<file path="config.mk">
export PLATFORM = sky130hd
export DESIGN_NAME = cpu_sequencer
export DESIGN_NICKNAME = d
export VERILOG_FILES = /design/src/rtl/cpu_sequencer.sv
export SDC_FILE = /design/constraint.sdc
export NUM_CORES = 1
export LEC_CHECK = 0
export ABC_AREA = 1
export CAP_MARGIN = 20
export CORE_UTILIZATION = 51
export CTS_BUF_LIST = sky130_fd_sc_hd__clkbuf_2
export CTS_CLUSTER_DIAMETER = 30
export CTS_CLUSTER_SIZE = 25
export DETAILED_ROUTE_END_ITERATION = 8
export PLACE_DENSITY_LB_ADDON = 0.15
export SYNTH_ARGS = -nofsm -noshare
export SYNTH_HDL_FRONTEND = slang
export SYNTH_SLANG_ARGS = --single-unit
</file>
<file path="constraint.sdc">
create_clock -name clk -period 1.9 [get_ports clk]
set_input_delay 0.38 -clock clk [delete_from_list [all_inputs] [get_ports clk]]
set_output_delay 0.38 -clock clk [all_outputs]
set_load 0.02 [all_outputs]
</file>
<file path="src/rtl/cpu_sequencer.sv">
// cpu_sequencer: instruction-cycle controller for the accumulator CPU.
// Generates one-hot FETCH/EXEC1/EXEC2 phase strobes, supports pipelined
// overlap of the final exec cycle with the next fetch, halts on STP, and
// arbitrates program RAM between the CPU and a debug/loader port with
// run/halt/single-step control.
//
// Parameters:
//   START_HALTED : 1 = come out of reset in HALT with run cleared, 0 = FETCH
//   DBG_MAX      : max consecutive cycles debug may hold the RAM per grant
//   CNT_W        : width of the retired-instruction counter
// Ports:
//   clk, reset            : clock, synchronous active-high reset
//   IR                    : current opcode (STP = 4'b0111)
//   EXTRA                 : decoder asks for EXEC2 (sampled in EXEC1)
//   PIPE_OK               : final exec cycle may overlap the next fetch
//   dbg_req               : debug port requests the RAM
//   dbg_run/halt/step     : single-cycle run-control pulses
//   FETCH, EXEC1, EXEC2   : registered one-hot phase strobes
//   IR_LOAD               : load IR this cycle
//   dbg_gnt, RAM_SEL      : debug owns the RAM (RAM_SEL mirrors dbg_gnt)
//   HALTED                : core idle
//   INSTR_CNT             : retired instructions, wraps
module cpu_sequencer #(
  parameter bit          START_HALTED = 1'b0,
  parameter int unsigned DBG_MAX      = 64,
  parameter int unsigned CNT_W        = 16
) (
  input  logic             clk,
  input  logic             reset,
  input  logic [3:0]       IR,
  input  logic             EXTRA,
  input  logic             PIPE_OK,
  input  logic             dbg_req,
  input  logic             dbg_run,
  input  logic             dbg_halt,
  input  logic             dbg_step,
  output logic             FETCH,
  output logic             EXEC1,
  output logic             EXEC2,
  output logic             IR_LOAD,
  output logic             dbg_gnt,
  output logic             RAM_SEL,
  output logic             HALTED,
  output logic [CNT_W-1:0] INSTR_CNT
);

  localparam int unsigned OCC_W  = (DBG_MAX < 2) ? 1 : $clog2(DBG_MAX);
  localparam logic [3:0]  OP_STP = 4'b0111;

  typedef enum logic [2:0] {
    S_HALT,
    S_FETCH,
    S_EXEC1,
    S_EXEC2,
    S_DBG
  } state_t;

  state_t             r_state;
  state_t             w_next;
  logic               r_run;
  logic               r_fair_block;
  logic [OCC_W-1:0]   r_occ;
  logic [CNT_W-1:0]   r_cnt;

  logic w_stp;
  logic w_boundary;
  logic w_grant_bnd;
  logic w_pipe;
  logic w_occ_last;
  logic w_forced;

  always_comb begin
    w_stp       = (r_state == S_EXEC1) && (IR == OP_STP);
    w_boundary  = ((r_state == S_EXEC1) && !w_stp && !EXTRA) || (r_state == S_EXEC2);
    w_grant_bnd = dbg_req && !r_fair_block;
    // Pipelined path only when neither debug grant nor halt pre-empts it.
    w_pipe      = w_boundary && !w_grant_bnd && r_run && PIPE_OK;
    // r_occ counts DBG cycles already spent, so DBG_MAX-1 marks the last one.
    w_occ_last  = (r_occ == OCC_W'(DBG_MAX - 1));
    w_forced    = (r_state == S_DBG) && dbg_req && w_occ_last;
  end

  always_comb begin
    w_next = r_state;
    case (r_state)
      S_FETCH: w_next = S_EXEC1;
      S_EXEC1: begin
        if (w_stp)      w_next = S_HALT;
        else if (EXTRA) w_next = S_EXEC2;
      end
      default: ;
    endcase
    if (w_boundary) begin
      if (w_grant_bnd)  w_next = S_DBG;
      else if (!r_run)  w_next = S_HALT;
      else if (PIPE_OK) w_next = S_EXEC1;
      else              w_next = S_FETCH;
    end
    if (r_state == S_HALT) begin
      if (dbg_req)                   w_next = S_DBG;
      else if (dbg_run || dbg_step)  w_next = S_FETCH;
    end
    if (r_state == S_DBG) begin
      if (!dbg_req || w_occ_last)    w_next = r_run ? S_FETCH : S_HALT;
    end
  end

  always_ff @(posedge clk) begin
    if (reset) begin
      r_state      <= START_HALTED ? S_HALT : S_FETCH;
      r_run        <= !START_HALTED;
      r_fair_block <= 1'b0;
      r_occ        <= '0;
      r_cnt        <= '0;
    end else begin
      r_state <= w_next;
      if (w_stp || dbg_halt) r_run <= 1'b0;
      else if (dbg_run)      r_run <= 1'b1;
      if (w_forced)          r_fair_block <= 1'b1;
      else if (w_boundary)   r_fair_block <= 1'b0;
      if (r_state == S_DBG)  r_occ <= r_occ + OCC_W'(1);
      else                   r_occ <= '0;
      if (w_boundary || w_stp) r_cnt <= r_cnt + CNT_W'(1);
    end
  end

  always_comb begin
    FETCH     = (r_state == S_FETCH);
    EXEC1     = (r_state == S_EXEC1);
    EXEC2     = (r_state == S_EXEC2);
    HALTED    = (r_state == S_HALT);
    dbg_gnt   = (r_state == S_DBG);
    RAM_SEL   = dbg_gnt;
    IR_LOAD   = (r_state == S_FETCH) || w_pipe;
    INSTR_CNT = r_cnt;
  end

endmodule
</file>
Yosys cells after proc, flatten, opt, wreduce, memory -nomap -nowiden
Cells that the tools add are included.
{ "classes": {"n_addsub": 2, "eq_ne": 6, "mux": 17, "n_bitwise": 1, "reduce_logical": 24} }
{ "ops": {"columns": ["cell", "n"], "rows": [
  ["$mux 3", 9],
  ["$add 16x1->16 const B", 1],
  ["$logic_and 1x1->1", 9],
  ["$add 6x1->6 const B", 1],
  ["$eq 3x2->1 const B", 2],
  ["$eq 6x6->1 const B", 1],
  ["$logic_or 1x1->1", 6],
  ["$pmux 3 s2", 1],
  ["$logic_not 1->1", 5],
  ["$mux 1", 5],
  ["$eq 4x3->1 const B", 1],
  ["$mux 2", 2],
  ["$reduce_bool 2->1", 2],
  ["$eq 3x1->1 const B", 1],
  ["$eq 3x3->1 const B", 1],
  ["$logic_not 3->1", 1],
  ["$reduce_or 2->1", 1],
  ["$not 1->1", 1]
]} }
{ "word_totals": {"register_bits": 27, "in_bits": 12, "output_inout_bits": 23, "word_cells": 55} }

Longest topological paths before layout
{ "depth": {"ltp_word": 12, "mapped_depth": 10, "mapped_depth_nobuf": 10} }

Least setup slack after synthesis
No wires, ideal clock.
{ "synth_path": {"path_type": "reg-to-output", "from": "reg r_state[1]", "to": "out IR_LOAD", "arrival_ns": 1.488, "required_ns": 1.520, "path_slack_ns": 0.032, "stages_incl_launch_ff": 8, "n_path_buf": 1, "cell_sequence": "dfxtp_1 > buf_4 > inv_1 > nor3_2 > nand3_2 > nand2_2 > nand4_1 > o21ai_0"} }
{ "synth_via": {"elab_chain_len": 10} }
{ "synth_rtl": {"columns": ["element", "line_no", "rtl"], "rows": [
  ["start: declaration", "58", "state_t r_state;"],
  ["start signal: assignment", "110", "r_state <= START_HALTED ? S_HALT : S_FETCH;"],
  ["start signal: assignment", "116", "r_state <= w_next;"],
  ["$eq 3x2->1 (*)", null, null],
  ["named net EXEC1", "38", "output logic EXEC1,"],
  ["$logic_and 1x1->1", "73", "w_stp = (r_state == S_EXEC1) && (IR == OP_STP);"],
  ["$logic_not 1->1", "74", "w_boundary = ((r_state == S_EXEC1) && !w_stp && !EXTRA) || (r_state == S_EXEC2);"],
  ["$logic_and 1x1->1 (*) (2 in a row)", "74", null],
  ["$logic_or 1x1->1 (*)", "74", null],
  ["$logic_and 1x1->1 (*) (3 in a row)", "77", "w_pipe = w_boundary && !w_grant_bnd && r_run && PIPE_OK;"],
  ["$logic_or 1x1->1 (*)", "134", "IR_LOAD = (r_state == S_FETCH) || w_pipe;"],
  ["end: declaration", "40", "output logic IR_LOAD,"]
]} }
The timed path passes the listed nets; every way through them passes the cells marked *.

Final worst setup path
{ "layout_path": {"from": "reg r_state[0]", "to": "out IR_LOAD"} }
{ "layout_via": {"elab_chain_len": 10} }
{ "layout_rtl": {"columns": ["element", "line_no"], "rows": [
  ["$eq 3x2->1", "73, 74"],
  ["$logic_and 1x1->1", "73"],
  ["$logic_not 1->1", "74"],
  ["$logic_and 1x1->1 (2 in a row)", "74"],
  ["$logic_or 1x1->1", "74"],
  ["$logic_and 1x1->1 (3 in a row)", "77"],
  ["$logic_or 1x1->1 (*)", "134"]
]} }
Mark *: on every way between the ends. The rest lies on a longest branch, timed or not.

==> impl_metrics.csv <==
group,metric,value,unit
global_route,top_usage_layer,"met2",
worst_setup_path,endpoint_kind,"primary output",
placed_design,hpwl,2704,µm
logic_synthesis,synthTopCellsByArea,"dfxtp_1 (36%), nand2_1 (17%), nor2_1 (7.4%), a21oi_1 (6.9%), nand3_1 (5.6%)",
run_status,violations,"setup timing",
placed_design,place_congestion,0.8950,
clock_network,cts.sink_count,27,
power,p_leak,0.8334,nW
clock_network,ctsHoldBuffers,0,
layout,postLayoutCellArea,0.002031,mm²
power,power_density,887.6,mW/mm²
sta,maxSlewHeadroom,71.83,%
worst_setup_path,reg2reg_slack,180,ps
layout,final_core_util,73.01,%
detailed_routing,num_vias,1605,
detailed_routing,avgRoutedWirePerCell,11.73,µm
clock_network,htreeDepth,1,
logic_synthesis,syn_inst,230,
global_route,grt_pass1_vias,1430,
global_route,grt_max_degree,22,
floorplan,dieArea,0.003193,mm²
sta,worst_pin_slew,419.4,ps
power,p_comb_share,49.7,%
worst_setup_path,crit_chain,"nor3_4 -> nand3_2 -> nand2_2 -> nand4_1 -> o21ai_1 -> buf_4",
global_route,grt_pass1_wl,5996,µm
worst_hold_path,min_path_type,"flip-flop to flip-flop",
floorplan,row_count,19,
worst_setup_path,cp-start-kind,"flip-flop",
clock_network,insertion_delay,370,ps
logic_synthesis,synth_area,0.001515,mm²
logic_synthesis,synth_top_area_share,35.67,%
logic_synthesis,yosys_register_bits,27,
detailed_routing,first_pass_iters,4,
floorplan,core,0.002781,mm²
run_status,status,"finished, violations left",
power,p_seq_share,38.0,%
clock_network,clk_pin_slew,280,ps
global_route,overflow,0,
worst_setup_path,path_class,"flip-flop to primary output",
global_route,grt_util_all_layers,23.38,%
detailed_routing,routed_wl,3659,µm
logic_synthesis,synth_edf_count,0,
clock_network,cts_buffers,3,
sta,maxSlewViolCount,0,
logic_synthesis,ys_warn_count,0,
global_route,grt_util_met2,38.49,%
logic_synthesis,synth_top_cell_by_area,"dfxtp_1",
floorplan,die_h,56.51,µm
detailed_routing,antenna_left,0,
placed_design,portBuffers,34,
global_route,antenna_found_initial,0,
layout,fill_cells,246,
layout,layout-area-overhead-vs-synth,34.02,%
worst_setup_path,critPathArrivalTime,1570,ps
detailed_routing,viasPerCell,5.144,
clock_network,root_buffer,"clkbuf_2",
floorplan,start_util,54.48,%
flow_run,drv_cap,0,
power,swShare,42.94,%
floorplan,die_w,56.51,µm
worst_setup_path,cpMaxStageDelayCell,"dfxtp_4",
clock_network,tritoncts,"built",
logic_synthesis,async_flop_share,0,%
layout,antenna_cells,0,
detailed_routing,drc,0,
logic_synthesis,syn_avg_cell_area,6.588,µm²
power,p_clk_share,12.3,%
sta,period_share,102.6,%
worst_setup_path,required,1520,ps
worst_setup_path,max_stage_delay,430,ps
sta,hold_violations,0,
logic_synthesis,ys_seq_area_share,35.67,%
sta,finalSetupViolCount,1,
layout,drive_gt1_share,19.57,%
sta,setup_ws,-48.47,ps
logic_synthesis,synth.most_common_cell,"nand2_1",
logic_synthesis,yosysUniqueCellTypes,27,
detailed_routing,drt-initial-drc-count,57,
power,switchingPower,0.7740,mW
logic_synthesis,synth_common_cells,"nand2_1 (67), nor2_1 (30), dfxtp_1 (27), a21oi_1 (21), inv_1 (20)",
logic_synthesis,syn_nets,244,
layout,finalNetCount,296,
sta,fmax,513.2,MHz
floorplan,num_io_pins,35,
sta,post-route-min-period,1948,ps
worst_setup_path,worst-path-max-fanout,3,
global_route,use_met3,2.995,%
placed_design,dpl-instance-area,0.001991,mm²
power,intPower,1.028,mW
power,ir_drop,0.9757,mV
sta,grt_setup_unrepaired,"true",
logic_synthesis,ys.flop_type,"dfxtp_1",
global_route,use_met1,32.03,%
sta,finalClockSkew,36.01,ps
clock_network,clockBufferDepth,2,
## power groups by stage
| stage | Clock (mW) | Combinational (mW) | Sequential (mW) |
|---|---|---|---|
| floorplan | 0 | 0.507 | 0.692 |
| global placement | 0 | 0.867 | 0.670 |
| detailed placement | 0 | 0.889 | 0.673 |
| CTS | 0.225 | 0.862 | 0.666 |
| global route | 0.255 | 0.970 | 0.689 |
| finish | 0.222 | 0.896 | 0.685 |
## path summary, 6_finish.rpt
kind	start	end	cells after the start
setup reg to reg	r_state[2]	INSTR_CNT[4]	8
setup / recovery	r_state[0]	IR_LOAD	6
hold reg to reg	r_occ[0]	r_occ[0]	1
hold / removal	r_occ[0]	r_occ[0]	1
## stage by stage
step	TNS, ps	hold WS, ps	instances	power (mW)	worst slack, ps
after global routing	-199.5	481.2	312	1.914	-199.5
final	-48.47	470.3	312	1.802	-48.47
after global placement	-4069	428.3	308	1.537	-397.8
after detailed placement	-5303	438.1	308	1.562	-487.3
after CTS	-196.0	473.8	312	1.753	-193.7
after floorplan	0	417.5	230	1.200	31.74
## cells by family after synthesis
family | Yosys count | share of synthesized area, %
AOI/OAI and AO/OA | 34 | 11.56
DFF | 27 | 35.67
xor gates and xnor gates | 8 | 4.624
adders and majority gates | 2 | 1.651
and+or+nand+nor | 130 | 37.74
buffers and inverters | 29 | 8.752
## area by class of cell
type                            count  area, µm²  area share [%]
Multi-Input combinational cell    174      869.6           42.82
Sequential cell                    27      560.5           27.60
Timing Repair Buffer               53      455.4           22.43
Inverter                           23      86.33           4.251
Tap cell                           31      38.79           1.910
Clock buffer                        3      15.01          0.7394
Clock inverter                      1      5.005          0.2465
## sequential cells by signal, indices dropped and copies added (netlist names)
register and count:
INSTR_CNT 16, r_fair_block 1, r_occ 6, r_run 1
r_state 3
## placed cells by master (no fill, tap or decap), drive strengths merged, types with 3 or more instances in the layout
| cell type | netlist | routed |
|---|---|---|
| nand4 | 3 | 3 |
| a21oi | 21 | 21 |
| nand3b | 3 | 3 |
| nor3 | 6 | 6 |
| xnor2 | 6 | 6 |
| nand2 | 68 | 68 |
| inv | 22 | 22 |
| nand3 | 18 | 18 |
| o21ai | 11 | 11 |
| clkdlybuf4s50 | 0 | 27 |
| buf | 5 | 24 |
| clkbuf | 1 | 4 |
| dfxtp | 27 | 27 |
| nor2 | 30 | 30 |
## critical path: cells and delay by family (launching register included)
| family | cells | cell delay [ps] |
|---|---|---|
| DFF | 1 | 430 |
| and+or+nand+nor | 4 | 510 |
| buffers and inverters | 1 | 150 |
| AOI/OAI and AO/OA | 1 | 110 |
## repair_timing
item,4_1_cts,5_1_grt
pin swaps,0,1
endpoints found under the setup margin,8,18
gates resized for setup,23,28
setup buffers,0,0
## metal layers
metal,wire length (µm),up-vias
met5,0,-
met4,28,0
met3,227,4
met2,1673,59
met1,1729,699
li1,-,843
(Power assumes the default switching activity.)
